==> src/rtl/pong_pkg.sv <==
// -----------------------------------------------------------------------------
// pong_pkg
// Shared types and constants for the pong match sequencer:
//   state_e         FSM state encodings (IDLE..OVER, codes 0..4)
//   WIN_NONE/P1/P2  winner output encodings
//   DIR_LEFT/RIGHT  ball direction encodings
// -----------------------------------------------------------------------------
package pong_pkg;

    typedef enum logic [2:0] {
        ST_IDLE  = 3'd0,
        ST_SERVE = 3'd1,
        ST_PLAY  = 3'd2,
        ST_POINT = 3'd3,
        ST_OVER  = 3'd4
    } state_e;

    localparam logic [1:0] WIN_NONE = 2'b00;
    localparam logic [1:0] WIN_P1   = 2'b01;
    localparam logic [1:0] WIN_P2   = 2'b10;

    localparam logic DIR_LEFT  = 1'b0;
    localparam logic DIR_RIGHT = 1'b1;

endpackage

==> src/rtl/pong_match_ctrl_if.sv <==
// -----------------------------------------------------------------------------
// pong_match_ctrl_if
// Bundles the sequencer's event inputs and match outputs.
//   master : the surrounding game logic (drives events, reads match status)
//   slave  : pong_match_ctrl (reads events, drives match status)
// Inputs : frame_tick, start, p1_srv, p2_srv, p1_hit, p2_hit, out_left, out_right
// Outputs: state[2:0], ball_run, ball_dir, ball_load, serve_side,
//          score_p1[3:0], score_p2[3:0], winner[1:0], point_evt, speed[1:0]
// -----------------------------------------------------------------------------
interface pong_match_ctrl_if;

    logic       frame_tick;
    logic       start;
    logic       p1_srv;
    logic       p2_srv;
    logic       p1_hit;
    logic       p2_hit;
    logic       out_left;
    logic       out_right;

    logic [2:0] state;
    logic       ball_run;
    logic       ball_dir;
    logic       ball_load;
    logic       serve_side;
    logic [3:0] score_p1;
    logic [3:0] score_p2;
    logic [1:0] winner;
    logic       point_evt;
    logic [1:0] speed;

    modport master (
        output frame_tick, start, p1_srv, p2_srv, p1_hit, p2_hit, out_left, out_right,
        input  state, ball_run, ball_dir, ball_load, serve_side,
               score_p1, score_p2, winner, point_evt, speed
    );

    modport slave (
        input  frame_tick, start, p1_srv, p2_srv, p1_hit, p2_hit, out_left, out_right,
        output state, ball_run, ball_dir, ball_load, serve_side,
               score_p1, score_p2, winner, point_evt, speed
    );

endinterface

==> src/rtl/pong_edge_det.sv <==
// -----------------------------------------------------------------------------
// pong_edge_det
// W-bit rising-edge detector: rise_o = in_i & ~prev.
// prev resets to all ones so a level already high at reset release is not
// mistaken for a fresh press.
// Ports: clk, rst (async, active-high), in_i[W-1:0], rise_o[W-1:0]
// -----------------------------------------------------------------------------
module pong_edge_det #(
    parameter int W = 1
) (
    input  logic         clk,
    input  logic         rst,
    input  logic [W-1:0] in_i,
    output logic [W-1:0] rise_o
);

    logic [W-1:0] prev_q;

    always_ff @(posedge clk or posedge rst) begin
        if (rst) prev_q <= '1;
        else     prev_q <= in_i;
    end

    assign rise_o = in_i & ~prev_q;

endmodule

==> src/rtl/pong_match_ctrl.sv <==
// -----------------------------------------------------------------------------
// pong_match_ctrl
// Match/rally sequencer for the pong core: gates ball motion, picks serve side
// and ball direction, keeps both scores and declares the winner.
// Ports: clk, rst (async, active-high), bus (pong_match_ctrl_if.slave).
// Parameters: WIN_SCORE (1..9), PAUSE_FRAMES (0..255), HITS_PER_LEVEL (>=1).
// Optional build macro PONG_RALLY_SPEEDUP_EN: when defined, speed steps up
// every HITS_PER_LEVEL accepted paddle hits (saturating at 3) and clears on
// each serve; when undefined, speed is tied to zero.
// All outputs are registered; an event seen at clock edge k is reflected in the
// outputs right after edge k.
// -----------------------------------------------------------------------------
module pong_match_ctrl
    import pong_pkg::*;
#(
    parameter int WIN_SCORE      = 9,
    parameter int PAUSE_FRAMES   = 60,
    parameter int HITS_PER_LEVEL = 4
) (
    input  logic             clk,
    input  logic             rst,
    pong_match_ctrl_if.slave bus
);

    localparam logic [3:0] WIN_S   = 4'(WIN_SCORE);
    localparam logic [7:0] PAUSE_S = 8'(PAUSE_FRAMES);

    // Edge detection for all seven event inputs
    logic [6:0] ev_lvl;
    logic [6:0] ev_rise;

    assign ev_lvl = {bus.out_right, bus.out_left, bus.p2_hit, bus.p1_hit,
                     bus.p2_srv, bus.p1_srv, bus.start};

    pong_edge_det #(.W(7)) u_edge (
        .clk    (clk),
        .rst    (rst),
        .in_i   (ev_lvl),
        .rise_o (ev_rise)
    );

    logic r_start, r_p1_srv, r_p2_srv, r_p1_hit, r_p2_hit, r_out_l, r_out_r;
    assign {r_out_r, r_out_l, r_p2_hit, r_p1_hit, r_p2_srv, r_p1_srv, r_start} = ev_rise;

    // Registered state and outputs
    state_e     state_q;
    logic       ball_run_q;
    logic       ball_dir_q;
    logic       ball_load_q;
    logic       serve_side_q;
    logic [3:0] score_p1_q;
    logic [3:0] score_p2_q;
    logic [1:0] winner_q;
    logic       point_evt_q;
    logic [7:0] pause_q;

    // Event qualification shared by the FSM and the speed-up logic.
    // start has top priority; a goal beats any paddle hit in the same cycle.
    logic srv_rise;
    logic serve_go;
    logic goal_any;
    logic hit_acc;
    logic [3:0] p1_inc;
    logic [3:0] p2_inc;

    assign srv_rise = serve_side_q ? r_p2_srv : r_p1_srv;
    assign serve_go = !r_start && (state_q == ST_SERVE) && srv_rise;
    assign goal_any = r_out_l || r_out_r;
    assign hit_acc  = !r_start && (state_q == ST_PLAY) && !goal_any &&
                      ((r_p1_hit && ball_dir_q == DIR_LEFT) ||
                       (r_p2_hit && ball_dir_q == DIR_RIGHT));
    assign p1_inc   = (score_p1_q == WIN_S) ? score_p1_q : score_p1_q + 4'd1;
    assign p2_inc   = (score_p2_q == WIN_S) ? score_p2_q : score_p2_q + 4'd1;

    always_ff @(posedge clk or posedge rst) begin
        if (rst) begin
            state_q      <= ST_IDLE;
            ball_run_q   <= 1'b0;
            ball_dir_q   <= DIR_LEFT;
            ball_load_q  <= 1'b0;
            serve_side_q <= 1'b0;
            score_p1_q   <= 4'd0;
            score_p2_q   <= 4'd0;
            winner_q     <= WIN_NONE;
            point_evt_q  <= 1'b0;
            pause_q      <= 8'd0;
        end else begin
            // Pulse outputs default low every cycle
            ball_load_q <= 1'b0;
            point_evt_q <= 1'b0;

            if (r_start) begin
                score_p1_q   <= 4'd0;
                score_p2_q   <= 4'd0;
                winner_q     <= WIN_NONE;
                serve_side_q <= 1'b0;
                ball_run_q   <= 1'b0;
                ball_load_q  <= 1'b1;
                state_q      <= ST_SERVE;
            end else begin
                case (state_q)
                    ST_IDLE: begin
                        ball_run_q <= 1'b0;
                    end

                    ST_SERVE: begin
                        if (serve_go) begin
                            ball_run_q <= 1'b1;
                            // Player 1 serves rightwards, player 2 leftwards
                            ball_dir_q <= ~serve_side_q;
                            state_q    <= ST_PLAY;
                        end
                    end

                    ST_PLAY: begin
                        if (r_out_l) begin
                            // Left goal: player 2 scores, player 1 serves next
                            score_p2_q   <= p2_inc;
                            point_evt_q  <= 1'b1;
                            ball_run_q   <= 1'b0;
                            serve_side_q <= 1'b0;
                            if (p2_inc == WIN_S) begin
                                winner_q <= WIN_P2;
                                state_q  <= ST_OVER;
                            end else begin
                                pause_q  <= PAUSE_S;
                                state_q  <= ST_POINT;
                            end
                        end else if (r_out_r) begin
                            // Right goal: player 1 scores, player 2 serves next
                            score_p1_q   <= p1_inc;
                            point_evt_q  <= 1'b1;
                            ball_run_q   <= 1'b0;
                            serve_side_q <= 1'b1;
                            if (p1_inc == WIN_S) begin
                                winner_q <= WIN_P1;
                                state_q  <= ST_OVER;
                            end else begin
                                pause_q  <= PAUSE_S;
                                state_q  <= ST_POINT;
                            end
                        end else if (hit_acc) begin
                            ball_dir_q <= ~ball_dir_q;
                        end
                    end

                    ST_POINT: begin
                        if (pause_q == 8'd0) begin
                            ball_load_q <= 1'b1;
                            state_q     <= ST_SERVE;
                        end else if (bus.frame_tick) begin
                            pause_q <= pause_q - 8'd1;
                        end
                    end

                    ST_OVER: begin
                        ball_run_q <= 1'b0;
                    end

                    default: begin
                        state_q <= ST_IDLE;
                    end
                endcase
            end
        end
    end

`ifdef PONG_RALLY_SPEEDUP_EN
    localparam logic [7:0] HPL_M1 = 8'(HITS_PER_LEVEL - 1);

    logic [7:0] hit_cnt_q;
    logic [1:0] speed_q;

    always_ff @(posedge clk or posedge rst) begin
        if (rst) begin
            hit_cnt_q <= 8'd0;
            speed_q   <= 2'd0;
        end else if (serve_go) begin
            hit_cnt_q <= 8'd0;
            speed_q   <= 2'd0;
        end else if (hit_acc) begin
            if (hit_cnt_q == HPL_M1) begin
                hit_cnt_q <= 8'd0;
                if (speed_q != 2'd3) speed_q <= speed_q + 2'd1;
            end else begin
                hit_cnt_q <= hit_cnt_q + 8'd1;
            end
        end
    end

    assign bus.speed = speed_q;
`else
    assign bus.speed = 2'd0;
`endif

    assign bus.state      = state_q;
    assign bus.ball_run   = ball_run_q;
    assign bus.ball_dir   = ball_dir_q;
    assign bus.ball_load  = ball_load_q;
    assign bus.serve_side = serve_side_q;
    assign bus.score_p1   = score_p1_q;
    assign bus.score_p2   = score_p2_q;
    assign bus.winner     = winner_q;
    assign bus.point_evt  = point_evt_q;

endmodule
==> src/flat_wrapper.sv <==
// flat-port wrapper written by rule: the top's interface ports become plain ports
module pong_match_ctrl_flat import pong_pkg::*;
#(
    parameter int WIN_SCORE      = 9,
    parameter int PAUSE_FRAMES   = 60,
    parameter int HITS_PER_LEVEL = 4
)
  (clk, rst, bus_frame_tick, bus_start, bus_p1_srv, bus_p2_srv, bus_p1_hit, bus_p2_hit, bus_out_left, bus_out_right, bus_state, bus_ball_run, bus_ball_dir, bus_ball_load, bus_serve_side, bus_score_p1, bus_score_p2, bus_winner, bus_point_evt, bus_speed);
  pong_match_ctrl_if bus_i ();
  input  logic clk;
  input  logic rst;
  input wire logic [$bits(bus_i.frame_tick)-1:0] bus_frame_tick;
  input wire logic [$bits(bus_i.start)-1:0] bus_start;
  input wire logic [$bits(bus_i.p1_srv)-1:0] bus_p1_srv;
  input wire logic [$bits(bus_i.p2_srv)-1:0] bus_p2_srv;
  input wire logic [$bits(bus_i.p1_hit)-1:0] bus_p1_hit;
  input wire logic [$bits(bus_i.p2_hit)-1:0] bus_p2_hit;
  input wire logic [$bits(bus_i.out_left)-1:0] bus_out_left;
  input wire logic [$bits(bus_i.out_right)-1:0] bus_out_right;
  output wire logic [$bits(bus_i.state)-1:0] bus_state;
  output wire logic [$bits(bus_i.ball_run)-1:0] bus_ball_run;
  output wire logic [$bits(bus_i.ball_dir)-1:0] bus_ball_dir;
  output wire logic [$bits(bus_i.ball_load)-1:0] bus_ball_load;
  output wire logic [$bits(bus_i.serve_side)-1:0] bus_serve_side;
  output wire logic [$bits(bus_i.score_p1)-1:0] bus_score_p1;
  output wire logic [$bits(bus_i.score_p2)-1:0] bus_score_p2;
  output wire logic [$bits(bus_i.winner)-1:0] bus_winner;
  output wire logic [$bits(bus_i.point_evt)-1:0] bus_point_evt;
  output wire logic [$bits(bus_i.speed)-1:0] bus_speed;
  assign bus_i.frame_tick = bus_frame_tick;
  assign bus_i.start = bus_start;
  assign bus_i.p1_srv = bus_p1_srv;
  assign bus_i.p2_srv = bus_p2_srv;
  assign bus_i.p1_hit = bus_p1_hit;
  assign bus_i.p2_hit = bus_p2_hit;
  assign bus_i.out_left = bus_out_left;
  assign bus_i.out_right = bus_out_right;
  assign bus_state = bus_i.state;
  assign bus_ball_run = bus_i.ball_run;
  assign bus_ball_dir = bus_i.ball_dir;
  assign bus_ball_load = bus_i.ball_load;
  assign bus_serve_side = bus_i.serve_side;
  assign bus_score_p1 = bus_i.score_p1;
  assign bus_score_p2 = bus_i.score_p2;
  assign bus_winner = bus_i.winner;
  assign bus_point_evt = bus_i.point_evt;
  assign bus_speed = bus_i.speed;
  pong_match_ctrl #(.WIN_SCORE(WIN_SCORE), .PAUSE_FRAMES(PAUSE_FRAMES), .HITS_PER_LEVEL(HITS_PER_LEVEL)) u_core (.clk(clk), .rst(rst), .bus(bus_i));
endmodule
==> config.mk <==
export PLATFORM = sky130hd
export DESIGN_NAME = pong_match_ctrl_flat
export DESIGN_NICKNAME = d
export VERILOG_FILES = /design/src/rtl/pong_pkg.sv /design/src/rtl/pong_match_ctrl_if.sv /design/src/rtl/pong_edge_det.sv /design/src/rtl/pong_match_ctrl.sv /design/src/flat_wrapper.sv
export SDC_FILE = /design/constraint.sdc
export NUM_CORES = 1
export LEC_CHECK = 0
export ABC_AREA = 1
export BUFFER_PORTS_ARGS = -buffer_cell sky130_fd_sc_hd__buf_2
export CORE_AREA = 2 2 58 101
export CTS_BUF_LIST = sky130_fd_sc_hd__clkbuf_8
export DETAILED_ROUTE_END_ITERATION = 7
export DIE_AREA = 0 0 60 103
export PLACE_DENSITY = 0.56
export REMOVE_ABC_BUFFERS = 1
export SETUP_SLACK_MARGIN = 0.3
export SKIP_CTS_REPAIR_TIMING = 1
export SYNTH_ARGS = -nofsm -noshare
export SYNTH_HDL_FRONTEND = slang
export SYNTH_HIERARCHICAL = 1
export SYNTH_SLANG_ARGS = --single-unit
export TNS_END_PERCENT = 10
==> constraint.sdc <==
create_clock -name clk -period 1.7 [get_ports clk]
set_clock_uncertainty 0.15 [all_clocks]
set_input_delay 0.085 -clock clk [delete_from_list [all_inputs] [get_ports clk]]
set_output_delay 0.085 -clock clk [all_outputs]
set_load 0.02 [all_outputs]
# Word-level counts from Yosys, hierarchy flattened
# Cells that the tools add are included.
# totals
in_bits	10
register_bits	33
romBits	0
output_inout_bits	20
ramBits	0
latchBits	0
n_memories	0
elab_cells	124
# op_classes
muxes	52
n_reduce_logical	30
n_shift	0
multipliers	0
bitwise	5
add_sub_neg	3
div	0
n_eq_ne	23
n_lt_le_gt_ge	0
# ops
op	count
2-to-1 mux 8 bit	6
2-to-1 mux 4 bit	9
2-to-1 mux 3 bit	7
2-to-1 mux 1 bit	20
== test 4 bit, second input constant	4
one-hot mux 8 bit (2 select lines)	1
2-to-1 mux 2 bit	6
one-hot mux 3 bit (4 select lines)	1
!= test 2 bit, second input constant	5
nonzero test 2 bit	5
!= test 3 x 1 -> 1 bit, second input constant	3
adder 4 x 1 -> 4 bit, second input constant	2
zero test 8 bit	1
AND reduction 4 bit	2
subtractor 8 x 1 -> 8 bit, second input constant	1
bitwise AND 7 bit	1
logical AND 1 bit	7
inverter 7 bit	1
AND reduction 7 bit	1
== test 3 x 2 -> 1 bit, second input constant	2
!= test 2 x 1 -> 1 bit, second input constant	3
!= test 3 bit, second input constant	2
AND reduction 3 bit	2
AND reduction 6 bit	1
other kinds (14)	20

# Logic depth before layout (Yosys ltp)
# Gate-level depths: netlist (run 1).
# depth
depth_word	10
ltp_mapped	12
depth_no_buf	12

# Cells and area by module
# Netlist (run 1), hierarchy kept.
# by_module_without_submodules
mod	seq_area_each_um2	n_inst	cells_each	area_each_um2
pong_match_ctrl	650.6	1	270	1840.5
pong_edge_det	183.9	1	22	257.7

# Worst setup path before layout (run 1)
# Ideal clock, no wire load.
# synth_timing
path_type	reg2reg
from	register u_core.score_p2_q[1], in the netlist u_core/bus.score_p2[1]
to	register u_core.state_q[1], in the netlist u_core/bus.state[1]
synth_period_minus_slack_ps	1814
n_path_buf	0
path_slack_ps	-114
required_ps	1433
stages_incl_launch_ff	13
setup_ps	117
arrival_time_ps	1547
cell_sequence	dfrtp_1 inv_1 ha_1 nand2_1 nor2_2 nand2_1 nand2_1 nor2_2 nand3_1 nand2_1 nand2_1 nand2_1 nand2_1
# synth_between
elab_chain_len	7
elab_cells_between_ends	8
cone_classes	add/sub: 1; eq/ne: 2; mux: 5
# synth_rtl
element	line_no	rtl
from (decl)	pong_match_ctrl.sv:52	logic [3:0] score_p2_q;
from (signal assigned)	pong_match_ctrl.sv:118	score_p2_q <= p2_inc;
adder 4 x 1 -> 4 bit / == test 4 bit (equally long branches)	pong_match_ctrl.sv:73	assign p2_inc = (score_p2_q == WIN_S) ? score_p2_q : score_p2_q + 4'd1;
2-to-1 mux 4 bit *	pong_match_ctrl.sv:73	
== test 4 bit *	pong_match_ctrl.sv:122	if (p2_inc == WIN_S) begin
2-to-1 mux 3 bit *	pong_match_ctrl.sv:122	
2-to-1 mux 3 bit *	pong_match_ctrl.sv:116	if (r_out_l) begin
one-hot mux 3 bit (4 select lines) *	pong_match_ctrl.sv:101	case (state_q)
2-to-1 mux 3 bit *	pong_match_ctrl.sv:92	if (r_start) begin
to (signal assigned)	pong_match_ctrl.sv:99	state_q <= ST_SERVE;
to (signal assigned)	pong_match_ctrl.sv:124	state_q <= ST_OVER;
to (signal assigned)	pong_match_ctrl.sv:127	state_q <= ST_POINT;
to (decl)	pong_match_ctrl.sv:46	state_e state_q;
# Mark *: on every way between the ends. The rest lies on a longest branch, timed or not.
# A chain may end at the register's enable or synchronous reset.

# Worst setup path in the final report (run 1)
# layout_timing
from	register u_core.score_p2_q[1], in the netlist u_core/bus.score_p2[1]
to	register u_core.pause_q[5]
# layout_between
elab_chain_len	5
elab_cells_between_ends	6
cone_classes	add/sub: 1; eq/ne: 3; mux: 1; reduce/logical: 1
# layout_rtl
element	line_no	rtl
adder 4 x 1 -> 4 bit / == test 4 bit (equally long branches)	pong_match_ctrl.sv:73	
2-to-1 mux 4 bit *	pong_match_ctrl.sv:73	
== test 4 bit *	pong_match_ctrl.sv:122	
!= test 3 bit (no line) *	--	
AND reduction 7 bit (no line) *	--	
to (signal assigned)	pong_match_ctrl.sv:152	pause_q <= pause_q - 8'd1;
to (decl)	pong_match_ctrl.sv:55	logic [7:0] pause_q;
# Marked as above.

==> results of run 1 <==
## power by group
part | internal [mW] | total (mW) | leakage [nW] | switching [mW]
registers | 0.940 | 1.09 | 0.416 | 0.147
logic | 0.552 | 1.49 | 0.963 | 0.941
clock network | 0.318 | 0.600 | 0.0538 | 0.282
total | 1.81 | 3.18 | 1.43 | 1.37
## cell families (layout without fill, tap and decap cells)
family                     count (synthesis)  count (layout)  synth area share [%]
buffers and inverters                     49             109                  9.18
adders and majority gates                  6               6                  3.58
and+or+nand+nor                          180             182                  41.2
other                                      1               2                 0.179
AOI/OAI and AO/OA                         22              22                  5.66
xor gates and xnor gates                   1               1                 0.417
DFF                                       33              33                  39.8
## per-stage QoR
step	TNS, ns	total power, mW
after floorplan	-0.956	2.06
after global placement	-1.15	2.45
after detailed placement	-1.34	2.46
after CTS	-1.58	3.08
after global routing	-3.16	3.47
final	-1.32	3.18
## sequential cells by signal (all words and copies together), names as in the netlist
register / count
u_core/bus.ball_load: 1
u_core/bus.serve_side: 1
u_core/bus.ball_dir: 1
u_core/pause_q: 8
u_core/bus.winner: 2
u_core/bus.ball_run: 1
u_core/u_edge/prev_q: 7
u_core/bus.score_p1: 4
u_core/bus.state: 3
u_core/bus.score_p2: 4
u_core/bus.point_evt: 1
## layout make-up
| type | count | area (um2) | share of cell area, % |
|---|---|---|---|
| well taps | 76 | 95.1 | 3.48 |
| clock buffers | 6 | 82.6 | 3.02 |
| flip-flops and latches | 33 | 837 | 30.7 |
| inverters | 46 | 173 | 6.32 |
| repair buffers | 55 | 373 | 13.7 |
| multi-input cells | 213 | 1160 | 42.6 |
| clock inverters | 2 | 7.51 | 0.275 |
## routing by layer
metal  track usage, %  vias up  wire (um)
li1                 -     1050          -
met1             17.3      970       1950
met2             35.2       30       3140
met3             3.51        7        121
met4             7.01        0         89
met5                0        -          0
## cells in the mapped netlist
master / number / area share, %
nor3_2: 1 / 0.48
nor2_1: 25 / 4.5
nor2_4: 3 / 1.6
buf_4: 2 / 0.72
o32ai_1: 1 / 0.42
nand3b_1: 1 / 0.36
nand3_1: 21 / 5.0
o21ai_1: 5 / 1.2
nand3_4: 3 / 2.5
nand2_1: 93 / 17
ha_1: 6 / 3.6
o21ai_0: 7 / 1.7
inv_1: 41 / 7.3
nand2_4: 1 / 0.54
xnor2_1: 1 / 0.42
a21oi_1: 5 / 1.2
nand3_2: 1 / 0.48
o22ai_1: 4 / 1.2
nor2_2: 14 / 4.2
conb_1: 1 / 0.18
nor3_1: 2 / 0.48
dfrtp_1: 26 / 31
or2_1: 1 / 0.30
nand4_1: 14 / 4.2
buf_2: 1 / 0.24
inv_2: 5 / 0.89
dfstp_2: 7 / 8.8
## worst max-delay path, delay by kind of cell, from the launching register on
family / cells / cell delay [ns]
fa+ha+maj: 1 / 0.15
buf+inv: 2 / 0.22
flops: 1 / 0.41
simple gates: 9 / 0.79
## worst min-delay path by stage
stage / from / end / slack, ns / cells past startpoint
after global routing: bus_start / u_core/bus.point_evt / 0.19 / 5
after detailed placement: rst / u_core/bus.ball_dir / 0.03 / 3
final: bus_frame_tick / u_core/pause_q[2] / 0.14 / 7
after floorplan: bus_start / u_core/u_edge/prev_q[0] / -0.06 / 0
after global placement: rst / u_core/bus.ball_run / 0.03 / 3
after CTS: rst / u_core/bus.ball_dir / -0.28 / 3
==> impl_metrics.env, run 1 <==
export IMPL_final_common_cell="nand2_1"
export IMPL_drtPass1Iterations=4
export IMPL_utilization_pct=50.1
export IMPL_cap_violations=0
export IMPL_start_kind="flop"
export IMPL_clockRootBuffer="clkbuf_8"
export IMPL_final_cell_mix="nand2_1 (83), inv_1 (41), buf_2 (27)"
export IMPL_post_drt_wl_per_cell_um=12.3
export IMPL_core_area_um2=5450
export IMPL_slowest_delay_ns=0.41
export IMPL_nets=370
export IMPL_syn_cell_area_um2=2100
export IMPL_crit_path_frequent_cell="nand2_2"
export IMPL_worstPathArrival_ns=1.88
export IMPL_slowest_stage="dfrtp_1"
export IMPL_antenna_found_initial=0
export IMPL_path_cells="inv_2 -> ha_4 -> nand2_2 -> nor2_4 -> nand2_2 -> nand2_2 -> nor2_2 -> buf_6 -> nand3_4 -> nand3_4 -> nand2_2 -> nand2_2"
export IMPL_violations="negative setup slack"
export IMPL_n_antenna_cell=0
export IMPL_ioPinCount=30
export IMPL_num_vias=2057
export IMPL_final_max_slew_viol_count=0
export IMPL_p_leak_nw=1.43
export IMPL_grt_start_max_net_pins=27
export IMPL_die_h_um=103
export IMPL_cp_max_fo=8
export IMPL_clk_pin_slew_ns=0.07
export IMPL_max_freq_mhz=539
export IMPL_cts_buffer_depth=2
export IMPL_syn_area_per_cell_um2=7.19
export IMPL_r2r_end="u_core/pause_q[5]"
export IMPL_outcome="complete, but fails checks"
export IMPL_ys_warn_count=6
export IMPL_period_minus_slack_ns=1.85
export IMPL_synth_seq_cells=33
export IMPL_die_w_um=60
export IMPL_final_fill_count=572
export IMPL_port_buffer_count=27
export IMPL_grt_pass1_wl_mm=8.29
export IMPL_grt_use_total_pct=17.9
export IMPL_drt_vias_per_instance=4.77
export IMPL_whs_ns=0.145
export IMPL_path_class="flop to flop"
export IMPL_ant_nets=0
export IMPL_postLayoutCellArea_um2=2730
export IMPL_timing_final_ws_setup_ns=-0.154
export IMPL_drc=0
export IMPL_clock_sinks=33
export IMPL_rsz0062_at_grt="yes"
export IMPL_final_cells=431
export IMPL_yosys_cell_types_count=27
export IMPL_drt_total_wl_mm=5.30
export IMPL_hp_class="input port to flop"
export IMPL_place_ws_ns=-0.151
export IMPL_grt_pass1_vias=1886
export IMPL_endpoint_kind="flop"
export IMPL_worstSkewPairLatency_ns=0.28
export IMPL_r2r_slack_ns=-0.15
export IMPL_dp_hpwl_mm=3.96
export IMPL_ir_worst_vdd_v=0.000553
export IMPL_cts_htree_levels=2
export IMPL_cts_tree="built"
export IMPL_gp_congestion=0.838
export IMPL_row_count=36
export IMPL_endpoint="u_core/pause_q[5]"
export IMPL_syn2layout_area_growth_pct=30.1
export IMPL_placed_area_um2=2430
export IMPL_period_share_pct=109
export IMPL_hold_viol=0
export IMPL_cp_required_ns=1.72
export IMPL_setup_viol=12
export IMPL_startpoint="u_core/bus.score_p2[1]"
export IMPL_drt_iter0_drc=57
export IMPL_dp_cells=409
export IMPL_layout_drive_gt1_share_pct=31.3
export IMPL_die_area_um2=6180
export IMPL_grt_overflow_total=0
export IMPL_power_density_nw_per_um2=1160
export IMPL_worst_r2r_path_depth=12
export IMPL_start_util_pct=38.5
export IMPL_worstReg2RegStart="u_core/bus.score_p2[1]"
export IMPL_synth_seq_area_share_pct=39.8
export IMPL_netlist_instances=292
export IMPL_numCtsBuffers=5
Note: power is estimated with default switching activity, not from simulation.
==> inputs of run 2 (changes only) <==
- CORE_AREA: 2 2 58 101 -> 2 2 67 116
- DIE_AREA: 0 0 60 103 -> 0 0 69 118
- PLACE_DENSITY: 0.56 -> 0.44
==> impl_metrics.env, run 2 (same netlist as run 1, synthesis figures left out) <==
export IMPL_hp_class="input port to flop"
export IMPL_die_h_um=118
export IMPL_reg_top3="u_core/pause_q x8, u_core/u_edge/prev_q x7"
export IMPL_cap_violations=0
export IMPL_drtPass1Iterations=4
export IMPL_worstPathArrival_ns=1.91
export IMPL_swShare_pct=41.5
export IMPL_endpoint_kind="flop"
export IMPL_ff_latch_area_um2=838
export IMPL_hold_viol=0
export IMPL_clk_pin_slew_ns=0.07
export IMPL_regMostFlops="u_core/pause_q"
export IMPL_rsz0062_at_grt="yes"
export IMPL_largest_reg_flops=8
export IMPL_num_vias=2072
export IMPL_use_met1_pct=14.4
export IMPL_p_int_mw=2.01
export IMPL_grt_pass1_wl_mm=9.12
export IMPL_p_leak_nw=1.48
export IMPL_grt_start_max_net_pins=27
export IMPL_final_cell_mix="nand2_1 (75), inv_1 (39), buf_2 (27)"
export IMPL_grt_busiest_layer="met2"
export IMPL_path_buf_inv=2
export IMPL_grt_overflow_total=0
export IMPL_setup_viol=13
export IMPL_start_kind="flop"
export IMPL_n_antenna_cell=0
export IMPL_grt_use_total_pct=14.0
export IMPL_combPwrFrac_pct=46.1
export IMPL_period_share_pct=110
export IMPL_ioPinCount=30
export IMPL_numCtsBuffers=5
export IMPL_worstSkewPairLatency_ns=0.29
export IMPL_seqPwrFrac_pct=31.6
export IMPL_outcome="complete, but fails checks"
export IMPL_switchingPower_mw=1.43
export IMPL_gp_congestion=0.857
export IMPL_path_class="flop to flop"
export IMPL_path_cells="inv_2 -> ha_4 -> nand2_4 -> nor2_4 -> nand2_2 -> nand2_4 -> nor2_4 -> buf_6 -> nand3_4 -> nand3_4 -> nand2_2 -> nand2_1"
export IMPL_gr_usage_met2_pct=26.6
export IMPL_cts_htree_levels=2
export IMPL_cts_tree="built"
export IMPL_slowest_stage="dfrtp_1"
export IMPL_drt_total_wl_mm=5.99
export IMPL_final_common_cell="nand2_1"
export IMPL_cp_max_fo=8
export IMPL_clock_sinks=33
export IMPL_r2r_slack_ns=-0.17
export IMPL_post_drt_wl_per_cell_um=13.5
export IMPL_ir_worst_vdd_v=0.000667
export IMPL_antenna_found_initial=0
export IMPL_power_density_nw_per_um2=1200
export IMPL_dp_hpwl_mm=4.39
export IMPL_max_freq_mhz=534
export IMPL_slowest_delay_ns=0.42
export IMPL_layout_drive_gt1_share_pct=37.3
export IMPL_port_buffer_count=27
export IMPL_whs_ns=0.141
export IMPL_p_clk_share_pct=22.3
export IMPL_die_area_um2=8140
export IMPL_placed_area_um2=2470
export IMPL_cts_buffer_depth=2
export IMPL_violations="negative setup slack"
export IMPL_drt_vias_per_instance=4.66
export IMPL_nets=374
export IMPL_place_ws_ns=-0.177
export IMPL_timing_final_ws_setup_ns=-0.173
export IMPL_final_max_slew_viol_count=0
export IMPL_period_minus_slack_ns=1.87
export IMPL_core_area_um2=7180
export IMPL_start_util_pct=29.2
export IMPL_tns_ns=-1.50
export IMPL_syn2layout_area_growth_pct=37.3
export IMPL_drc=0
export IMPL_row_count=41
export IMPL_use_met3_pct=2.65
export IMPL_utilization_pct=40.1
export IMPL_ant_nets=0
export IMPL_cp_required_ns=1.73
export IMPL_crit_family="simple AND/OR/NAND/NOR gates"
export IMPL_final_fill_count=772
export IMPL_drt_iter0_drc=59
export IMPL_multi_input_area_um2=1230
export IMPL_die_w_um=69
export IMPL_postLayoutCellArea_um2=2880
export IMPL_clockRootBuffer="clkbuf_8"
export IMPL_grt_pass1_vias=1939
-- run 2: through the flow --
step / power [mW] / cells
3_3_place_gp: 2.49 / 422
4_1_cts: 3.28 / 430
2_1_floorplan: 2.06 / 290
6_report: 3.44 / 445
5_1_grt: 3.73 / 445
3_5_place_dp: 2.49 / 422
-- run 2: worst register-to-register path, stage by stage, from the launching register on --
cell and delay [ns]:
dfrtp_1 0.42, inv_2 0.09, ha_4 0.16, nand2_4 0.06
nor2_4 0.14, nand2_2 0.08, nand2_4 0.08, nor2_4 0.04
buf_6 0.11, nand3_4 0.12, nand3_4 0.17, nand2_2 0.10
nand2_1 0.05
-- run 2: layer usage --
layer | routed length [um] | up-vias
li1 | - | 1057
met4 | 134 | 0
met1 | 2280 | 972
met5 | 0 | -
met2 | 3430 | 36
met3 | 140 | 7
-- run 2: power by group through the flow --
stage               Sequential (mW)  Combinational, mW  Clock (mW)
global route                   1.11               1.78       0.832
finish                         1.09               1.59       0.768
floorplan                      1.14              0.916           0
global placement               1.09               1.40           0
CTS                            1.08               1.40       0.803
detailed placement             1.09               1.40           0
-- run 2: cell type report --
| cell class | instances | share of cell area [%] |
|---|---|---|
| inverter | 46 | 5.99 |
| timing repair buffer | 59 | 14.5 |
| sequential | 33 | 29.1 |
| clock buffer | 6 | 2.87 |
| clock inverter | 2 | 1.17 |
| multi-input combinational | 213 | 42.6 |
| tap | 86 | 3.73 |
-- run 2: worst paths after layout --
path	startpoint	end	cells past startpoint
max	u_core/bus.score_p2[1]	u_core/pause_q[7]	12
min	bus_start	u_core/bus.point_evt	5
max reg2reg	u_core/bus.score_p2[1]	u_core/pause_q[7]	12
min reg2reg	u_core/bus.winner[1]	u_core/bus.winner[1]	2
max in group asynchronous	rst	u_core/bus.state[1]	4
min in group asynchronous	rst	u_core/bus.ball_run	4
